==> src/rtl/br_amba_iso_us_fsm_mc.sv <==
// Multi-channel upstream AXI isolation controller: one Moore FSM sequences align/hold and request trackers.
// Optional align-phase timeout enabled by defining BR_AMBA_ISO_ALIGN_TIMEOUT_EN.
module br_amba_iso_us_fsm_mc #(
    parameter int NumChannels        = 2,
    parameter int MinFlushCycles     = 4,
    parameter int AlignTimeoutCycles = 256
) (
    input  logic                   clk,
    input  logic                   rst_n,
    input  logic                   isolate_req,
    output logic                   isolate_done,
    output logic [NumChannels-1:0] align_and_hold_req,
    input  logic [NumChannels-1:0] align_and_hold_done,
    output logic [NumChannels-1:0] req_tracker_isolate_req,
    input  logic [NumChannels-1:0] req_tracker_isolate_done,
    output logic                   align_timeout
);

    if (NumChannels < 1) begin : g_bad_num_channels
        $error("NumChannels must be >= 1");
    end
    if (MinFlushCycles < 1) begin : g_bad_min_flush
        $error("MinFlushCycles must be >= 1");
    end
    if (AlignTimeoutCycles < 2) begin : g_bad_align_timeout
        $error("AlignTimeoutCycles must be >= 2");
    end

    typedef enum logic [1:0] {
        ST_NORMAL      = 2'd0,
        ST_ALIGN_WRITE = 2'd1,
        ST_ISOLATE     = 2'd2,
        ST_FLUSH       = 2'd3
    } state_e;

    localparam int FlushCntW = $clog2(MinFlushCycles + 1);
    localparam logic [FlushCntW-1:0] FlushLast = FlushCntW'(MinFlushCycles - 1);
    localparam logic [FlushCntW-1:0] FlushMax  = FlushCntW'(MinFlushCycles);

    state_e               state;
    state_e               state_next;
    logic [FlushCntW-1:0] flush_cnt;
    logic                 all_align;
    logic                 all_trk;
    logic                 any_trk;
    logic                 flush_done;
    logic                 align_expired;

    assign all_align  = &align_and_hold_done;
    assign all_trk    = &req_tracker_isolate_done;
    assign any_trk    = |req_tracker_isolate_done;
    assign flush_done = (flush_cnt >= FlushLast);

    // NOTE: sequential state uses non-blocking assignments so every register samples pre-edge values.
    always_ff @(posedge clk or negedge rst_n) begin
        if (!rst_n) begin
            state <= ST_NORMAL;
        end else begin
            state <= state_next;
        end
    end

    // Held at zero outside Flush, so the first Flush cycle always sees a count of zero.
    always_ff @(posedge clk or negedge rst_n) begin
        if (!rst_n) begin
            flush_cnt <= '0;
        end else if (state != ST_FLUSH) begin
            flush_cnt <= '0;
        end else if (flush_cnt != FlushMax) begin
            flush_cnt <= flush_cnt + 1'b1;
        end
    end

`ifdef BR_AMBA_ISO_ALIGN_TIMEOUT_EN
    localparam int AlignCntW = $clog2(AlignTimeoutCycles + 1);
    localparam logic [AlignCntW-1:0] AlignLast = AlignCntW'(AlignTimeoutCycles - 1);

    logic [AlignCntW-1:0] align_cnt;
    logic                 align_timeout_q;

    assign align_expired = (align_cnt >= AlignLast);
    assign align_timeout = align_timeout_q;

    always_ff @(posedge clk or negedge rst_n) begin
        if (!rst_n) begin
            align_cnt <= '0;
        end else if (state != ST_ALIGN_WRITE) begin
            align_cnt <= '0;
        end else if (align_cnt != AlignLast) begin
            align_cnt <= align_cnt + 1'b1;
        end
    end

    // Sticky flag: set when AlignWrite is left by expiry alone, cleared on the next AlignWrite entry.
    always_ff @(posedge clk or negedge rst_n) begin
        if (!rst_n) begin
            align_timeout_q <= 1'b0;
        end else if (state == ST_NORMAL && state_next == ST_ALIGN_WRITE) begin
            align_timeout_q <= 1'b0;
        end else if (state == ST_ALIGN_WRITE && align_expired && !all_align) begin
            align_timeout_q <= 1'b1;
        end
    end
`else
    assign align_expired = 1'b0;
    assign align_timeout = 1'b0;
`endif

    // NOTE: default assignment first so no path through the case infers a latch.
    always_comb begin
        state_next = state;
        case (state)
            ST_NORMAL: begin
                if (isolate_req) state_next = ST_ALIGN_WRITE;
            end
            ST_ALIGN_WRITE: begin
                // A dropped isolate_req does not abort alignment once it has started.
                if (all_align || align_expired) state_next = ST_ISOLATE;
            end
            ST_ISOLATE: begin
                if (!isolate_req && all_trk) state_next = ST_FLUSH;
            end
            ST_FLUSH: begin
                if (!any_trk && flush_done) state_next = ST_NORMAL;
            end
            default: state_next = ST_NORMAL;
        endcase
    end

    always_comb begin
        isolate_done            = 1'b0;
        align_and_hold_req      = '0;
        req_tracker_isolate_req = '0;
        case (state)
            ST_ALIGN_WRITE: begin
                align_and_hold_req = {NumChannels{1'b1}};
            end
            ST_ISOLATE: begin
                isolate_done            = 1'b1;
                align_and_hold_req      = {NumChannels{1'b1}};
                req_tracker_isolate_req = {NumChannels{1'b1}};
            end
            ST_FLUSH: begin
                isolate_done       = 1'b1;
                align_and_hold_req = {NumChannels{1'b1}};
            end
            default: ;
        endcase
    end

    a_state_known : assert property (@(posedge clk) disable iff (!rst_n)
        !$isunknown(state));

    a_done_implies_align : assert property (@(posedge clk) disable iff (!rst_n)
        isolate_done |-> (&align_and_hold_req));

    a_trk_only_in_isolate : assert property (@(posedge clk) disable iff (!rst_n)
        (|req_tracker_isolate_req) |-> (state == ST_ISOLATE));

endmodule

==> config.mk <==
export PLATFORM = sky130hd
export DESIGN_NAME = br_amba_iso_us_fsm_mc
export DESIGN_NICKNAME = d
export VERILOG_FILES = /design/src/rtl/br_amba_iso_us_fsm_mc.sv
export SDC_FILE = /design/constraint.sdc
export NUM_CORES = 1
export LEC_CHECK = 0
export BUFFER_PORTS_ARGS = -buffer_cell sky130_fd_sc_hd__buf_4
export CORE_AREA = 10 10 47 49
export CTS_CLUSTER_DIAMETER = 40
export DETAILED_ROUTE_END_ITERATION = 12
export DIE_AREA = 0 0 57 59
export PLACE_DENSITY = 0.62
export SYNTH_ARGS = -nofsm -noshare
export SYNTH_HDL_FRONTEND = slang
export SYNTH_SLANG_ARGS = --single-unit
==> constraint.sdc <==
create_clock -name clk -period 2.4 [get_ports clk]
set_clock_uncertainty 0.15 [all_clocks]
set_input_delay 0.36 -clock clk [delete_from_list [all_inputs] [get_ports clk]]
set_output_delay 0.36 -clock clk [all_outputs]
set_load 0.005 [all_outputs]
==> results.tsv, run 1 <==
metric	value	unit
DR iter-0 viols	2	
post-synthesis sequential area ratio	31.1	%
drt pass-1 iters	4	
min Tclk post-route	1910	ps
largest net degree at the start of global routing	6	
synthesized area	403	um^2
Vert. Die Dim	59	um
Critical Path Sink Type	primary output	
starting density of the core	28.7	%
GR Util All Layers	4.67	%
CP startpoint kind	flop	
number of I/O pins	13	
Critical Path RT	1890	ps
Peak VDD IR	0.000444	V
Max-Cap Viols	0	
syn_area_per_cell	9.83	um^2
area share of the largest cell type after synthesis	31.1	%
Pwr Total	569	uW
placed cell count	65	
nets	70	
first-pass GRT wire length	1.28	mm
Synth Instances	41	
status	complete, no violations	
path type of the worst min-delay path	in -> async	
Syn Nets	56	
Synth top cells by count	8 x ha_1, 6 x inv_1, 5 x dfrtp_1, 5 x nand2_1, 3 x buf_4	
die area	0.00336	mm^2
WL/cell	10.7	um
number of global-route vias before repair	312	
Post-DP HPWL	663	um
TritonCTS clock tree	built	
share of cells above drive strength 1	33.3	%
post-CTS setup buffers	0	
Async SR Flop Fraction	100	%
DP Area	483	um^2
setup TNS	0	ps
chip width	57	um
worst skew pair latency	230	ps
CTS buffer count	3	
Worst R2R Start	flush_cnt[1]	
Leak	0.000264	uW
Final Wtd Congestion	0.693	
H-tree levels	1	
final hold vios	0	
Top FF cell, synth	dfrtp_1	
Post-Route WL	746	um
critical path arrival	1400	ps
vias post-DR	283	
YS warnings	0	
CTS Buffer Depth	2	
Placement Setup Slack	568	ps
Post-synth EDFFs	0	
DRC errors left	0	
RSZ-0062 raised after global routing	false	
Distinct cells, synth	18	
cell accounting for the most synthesized area	dfrtp_1	
IO Port Bufs	11	
Tcrit/Tclk final	79.4	%
final std cells w/o fill	70	
largest cells by area after synthesis	dfrtp_1 31%, ha_1 25%, buf_4 5.6%, inv_1 5.6%, nand2_1 4.7%	
count leader, synth	ha_1	
synthesis-stage register bit count	5	
fin area	519	um^2
ANT cells	0	
Final WS setup	494	ps
CP Max Fanout	5	
Worst R2R End	state[1]	
Num Clock Sinks	5	
CTS Root Buffer Type	clkbuf_4	
PD cells	1100	mW/mm^2
reg2reg setup slack	590	ps
Slew Limit Fails	0	
WS Path Type	reg -> out	
final setup fails	0	
row cnt	14	
Clock Pin Slew Worst Setup and Hold Paths	40	ps
ANT nets after route	0	
area grow syn2layout	28.9	%
r2r worst-path depth	6	
GRT Residual Overflow	0	
routed vias/inst	4.04	
core area	0.00140	mm^2
f_max	525	MHz
initial antenna violation count	0	
==> where the power goes <==
part / internal [uW] / total (uW) / switching, uW
Clock: 62.5 / 92.3 / 29.8
Combinational: 185 / 334 / 149
Sequential: 115 / 143 / 27.4
==> critical path, stage by stage (launching register included) <==
cell and delay (ps):
dfrtp_1 360, inv_1 90, ha_1 260, or2_2 300, buf_4 140
==> logic make-up after synthesis <==
group,after synthesis,share of synthesized area [%]
compound gates,6,13.7
xor+xnor,1,2.17
fa+ha+maj,8,24.8
buf+inv,9,11.2
flops,5,31.1
mux,2,6.21
other cells,1,0.931
simple gates,9,9.94
==> layer usage <==
metal	global-route usage, %	up-vias	part of all wire [%]
met5	0	-	0
li1	-	154	-
met4	2.01	0	0
met2	7.75	4	53
met3	2.15	0	3.9
met1	5.01	125	43
==> registers in the layout (all words and copies together) (netlist names) <==
signal / count
state: 2
flush_cnt: 3
==> metrics by stage <==
stage               util (%)  hold slack [ps]
finish                  37.1              309
global route            37.1              315
CTS                     37.1              304
detailed placement      34.5             14.4
global placement        34.5             12.2
floorplan                  -            -85.6
==> repair_timing <==
item,4_1_cts,5_1_grt
resized for setup,0,0
endpoints found under the hold margin,5,0
hold buffers,1,0
==> cell usage in the layout (no fill, tap or decap) <==
master,instances
a211oi_1,1
a21boi_0,2
and2_1,1
buf_4,11
clkbuf_1,1
clkbuf_4,3
conb_1,1
dfrtp_1,5
dlygate4sd3_1,1
ha_1,8
inv_1,6
mux2_4,1
mux2i_1,1
nand2_1,5
nand3_1,1
nor2_1,1
o2111ai_2,1
o21ai_0,1
o31ai_2,1
or2_2,1
xnor2_1,1
==> worst max-delay path by stage <==
stage | from | endpoint | slack (ps) | cells after the start
2_1_floorplan | flush_cnt[1] | state[1] | 670 | 6
3_3_place_gp | flush_cnt[1] | state[1] | 570 | 6
3_5_place_dp | flush_cnt[1] | state[1] | 570 | 6
4_1_cts | state[0] | isolate_done | 470 | 4
5_1_grt | state[0] | isolate_done | 390 | 4
6_report | state[0] | isolate_done | 490 | 4
==> final cells by class <==
class / instances / area [um^2]
clock buffers: 4 / 26.3
fillers: 166 / 882
inverters: 6 / 22.5
multi-input cells: 27 / 233
flip-flops and latches: 5 / 125
well taps: 16 / 20.0
repair buffers: 12 / 92.6
Note: power is estimated with default switching activity, not from simulation.
==> run 2: changes to the inputs <==
Settings changed: PLACE_DENSITY 0.62 to 0.64.
Clock period 2.4 ns to 1.6 ns, I/O delays scaled along.
==> run 2 against run 1 <==
The run now ends with setup timing left. Die area is the same. Count of clock-buffer cells in the layout did not move. Core utilization increased by 14 points. Hold slack worse by 120 ps. Via count is 28% higher. Flip-flop and latch count stayed put. First-iteration DRC count decreased by 100%. Critical path depth up 2. Worst setup slack worse by 550 ps. Non-clock buffer count up 14. Power increased by 130%. Routed wire length up 26%. Highest routed layer is now met4.
==> results.tsv, run 2 (same netlist as run 1, synthesis figures left out) <==
metric	value	unit
status	finished, violations left	
failing checks	setup timing	
Worst R2R Start	flush_cnt[0]	
Vert. Die Dim	59	um
min Tclk post-route	1660	ps
die area	0.00336	mm^2
combinational share of power	71.7	%
CTS Buffer Depth	2	
row cnt	14	
CP Max Fanout	2	
first-pass GRT wire length	1.52	mm
path type of the worst min-delay path	in -> async	
Net Sw Frac	34.2	%
Post-Route WL	937	um
Critical Path RT	1570	ps
IO Port Bufs	11	
Num Clock Sinks	5	
nets	84	
area grow syn2layout	79.2	%
CTS buffer count	3	
worst skew pair latency	240	ps
DR iter-0 viols	0	
reg2reg setup slack	-60	ps
Clock Pin Slew Worst Setup and Hold Paths	40	ps
commonest non-fill, non-tap cell in the layout	buf_4	
chip width	57	um
drt pass-1 iters	1	
r2r worst-path depth	6	
Max-Cap Viols	0	
TritonCTS clock tree	built	
Final WS setup	-55.1	ps
WL/cell	11.2	um
Worst R2R End	state[1]	
clock power share	10.8	%
Largest register FFs	3	
largest net degree at the start of global routing	6	
Seq pwr share	17.5	%
initial antenna violation count	0	
ANT nets after route	0	
Final Util	51.5	%
critical path arrival	1620	ps
share of cells above drive strength 1	63.2	%
RSZ-0062 raised after global routing	true	
most frequent cells in the layout	17 x buf_4, 8 x buf_6, 5 x nand2_1	
number of global-route vias before repair	400	
vias post-DR	362	
core area	0.00140	mm^2
CP startpoint kind	flop	
PD cells	1850	mW/mm^2
Final Wtd Congestion	0.645	
ANT cells	0	
GR Util All Layers	5.67	%
WS Path Type	reg -> reg	
final setup fails	5	
setup TNS	-143	ps
Pwr Total	1330	uW
Slew Limit Fails	0	
Leak	0.000338	uW
Largest Register	flush_cnt	
biggest regs	flush_cnt (3), state (2)	
GRT Residual Overflow	0	
final hold vios	0	
Peak VDD IR	0.000713	V
routed vias/inst	4.31	
Post-DP HPWL	680	um
Tcrit/Tclk final	103	%
Critical Path Sink Type	flop	
H-tree levels	1	
DRC errors left	0	
CTS Root Buffer Type	clkbuf_4	
number of I/O pins	13	
Power Internal	879	uW
f_max	604	MHz
starting density of the core	28.7	%
Psw	456	uW
Min Hold Slack	185	ps
==> run 2: cell count changes in the layout (fill, tap and decap cells not counted), sizes merged <==
cell  delta
buf     +14
==> run 2: how the worst max path moves through the flow <==
stage,startpoint,to,slack [ps],depth (start not counted)
after floorplan,flush_cnt[0],state[1],-60,6
after global placement,flush_cnt[0],state[1],-80,6
after detailed placement,flush_cnt[0],state[0],-100,7
after CTS,flush_cnt[0],state[0],-70,7
after global routing,flush_cnt[0],state[0],-140,7
final,flush_cnt[0],state[1],-60,6
==> run 2: cell type report <==
cell class	count	area, um^2
Timing Repair Buffer	26	228
Inverter	6	25.0
Tap cell	16	20.0
Sequential cell	5	126
Clock buffer	4	26.3
Fill cell	133	679
Multi-Input combinational cell	27	297
==> run 2: power groups by stage <==
| stage | clock (uW) | combinational [uW] | sequential (uW) |
|---|---|---|---|
| 2_1_floorplan | 0 | 364 | 208 |
| 3_3_place_gp | 0 | 602 | 207 |
| 3_5_place_dp | 0 | 609 | 210 |
| 4_1_cts | 153 | 794 | 227 |
| 5_1_grt | 157 | 1050 | 239 |
| 6_report | 144 | 957 | 233 |
==> run 2: per-layer routing <==
metal	track usage (%)	routed length [um]
met5	0	0
met2	10.7	544
met1	4.64	331
met3	2.36	50
met4	4.03	10
==> run 2: metrics by stage <==
stage,cells,area [um^2],setup slack (ps)
after floorplan,41,408,-63.4
after global placement,71,533,-76.1
after detailed placement,71,533,-101
after CTS,80,663,-70.2
after global routing,84,722,-138
final,84,722,-55.1
==> run 2: worst max-delay path, stage by stage, from the launching register on <==
cell and delay [ps]:
dfrtp_1 340, ha_2 190, ha_4 120, a211oi_2 30, o31ai_2 200, o2111ai_2 160
mux2_4 330
==> run 2: timing repair <==
item / 4_1_cts / 5_1_grt
hold endpoints to repair: 5 / 0
gates resized for setup: 16 / 8
pin swaps: 0 / 4
hold buffers: 1 / 0
setup buffers: 4 / 4
endpoints found under the setup margin: 5 / 7
==> run 3: changes to the inputs <==
Settings changed: BUFFER_PORTS_ARGS -buffer_cell sky130_fd_sc_hd__buf_4 to -buffer_cell sky130_fd_sc_hd__buf_2.
==> run 3 against run 2 <==
The run still ends with setup timing left. Global-route usage grew 0.22 points. Critical path depth shrank 3. Non-clock buffer count shrank 6.
==> results.tsv, run 3 (same netlist as run 1, synthesis figures left out) <==
metric	value	unit
core area	0.00140	mm^2
GRT Residual Overflow	0	
GR Util All Layers	5.89	%
chip width	57	um
routed vias/inst	4.24	
area grow syn2layout	45.0	%
DR iter-0 viols	0	
RSZ-0062 raised after global routing	true	
nets	78	
Post-Route WL	933	um
CP startpoint kind	flop	
row cnt	14	
CTS Root Buffer Type	clkbuf_4	
failing checks	setup timing	
biggest regs	flush_cnt (3), state (2)	
Slew Limit Fails	0	
number of global-route vias before repair	396	
crit path capture	isolate_done	
Tcrit/Tclk final	104	%
min Tclk post-route	1670	ps
combinational share of power	63.5	%
share of cells above drive strength 1	54.8	%
Worst R2R Start	flush_cnt[0]	
PD cells	1670	mW/mm^2
final setup fails	3	
critical path arrival	1280	ps
status	finished, violations left	
Num Clock Sinks	5	
worst skew pair latency	240	ps
CTS Buffer Depth	2	
Post-DP HPWL	701	um
path type of the worst min-delay path	in -> async	
ANT cells	0	
Critical Path RT	1210	ps
drt pass-1 iters	1	
Vert. Die Dim	59	um
Multi-input gate area	265	um^2
Power Internal	616	uW
Max-Cap Viols	0	
Filler cells	148	
ANT nets after route	0	
TritonCTS clock tree	built	
IO Port Bufs	11	
Critical Path Start	state[1]	
Largest register FFs	3	
Psw	362	uW
Final Wtd Congestion	0.672	
WS Path Type	reg -> out	
Critical Path Sink Type	primary output	
clock power share	14.8	%
WL/cell	12.0	um
CTS buffer count	3	
initial antenna violation count	0	
f_max	599	MHz
Worst R2R End	state[1]	
Largest Register	flush_cnt	
H-tree levels	1	
Leak	0.000292	uW
die area	0.00336	mm^2
final hold vios	0	
Final WS setup	-70.7	ps
starting density of the core	28.7	%
final std cells w/o fill	78	
vias post-DR	331	
placed cell count	70	
Seq. cell area	125	um^2
reg2reg setup slack	-50	ps
DRC errors left	0	
largest net degree at the start of global routing	6	
Peak VDD IR	0.000742	V
r2r worst-path depth	6	
most frequent cells in the layout	11 x buf_2, 8 x buf_4, 5 x nand2_1, 5 x dfrtp_1, 4 x ha_1	
Net Sw Frac	37.0	%
Seq pwr share	21.7	%
number of I/O pins	13	
first-pass GRT wire length	1.58	mm
Clock Pin Slew Worst Setup and Hold Paths	40	ps
commonest non-fill, non-tap cell in the layout	buf_2	
CP Max Fanout	5	
Final Util	41.7	%
[run 3: repair_timing]
item                       4_1_cts  5_1_grt
hold buffers                     1        0
pin swaps                        0        0
setup buffers                    3        0
setup endpoints to repair        3        5
hold endpoints to repair         5        0
resized for setup                6        3
[run 3: metrics by stage]
stage | area [um^2] | TNS [ps] | hold WS [ps] | power, uW | worst slack (ps)
after floorplan | 408 | -63.4 | -206 | 572 | -63.4
after global placement | 498 | -104 | -86.4 | 744 | -67.9
after detailed placement | 498 | -201 | -91.3 | 768 | -102
after CTS | 577 | -214 | 193 | 981 | -76.5
after global routing | 584 | -402 | 195 | 1080 | -143
final | 584 | -150 | 195 | 979 | -70.7
[run 3: area by class of cell]
type	count	share of cell area (%)
multi-input cells	27	45.4
repair buffers	20	21.4
clock buffers	4	4.50
flip-flops and latches	5	21.4
well taps	16	3.43
inverters	6	3.85
[run 3: critical path: stages, from the launching register on]
cell and delay, ps:
dfrtp_1 420, ha_2 230, or2_2 270, buf_2 130
[run 3: power by group through the flow]
stage	registers (uW)	clock network [uW]	logic, uW
6_report	213	144	622
5_1_grt	221	157	705
4_1_cts	211	148	622
3_5_place_dp	210	0	558
3_3_place_gp	209	0	535
2_1_floorplan	208	0	364
[run 3: worst min-delay path by stage]
stage	cells past startpoint	slack [ps]	to
6_report	2	200	state[1]
5_1_grt	2	190	flush_cnt[1]
4_1_cts	2	190	state[0]
3_5_place_dp	1	-90	flush_cnt[1]
3_3_place_gp	1	-90	flush_cnt[0]
2_1_floorplan	0	-210	flush_cnt[0]
[run 3: routing by layer]
metal	up-vias	track usage, %	wire length (um)
li1	173	-	-
met2	7	11.6	537
met4	0	2.01	6
met1	149	4.90	350
met5	-	0	0
met3	2	3.00	39
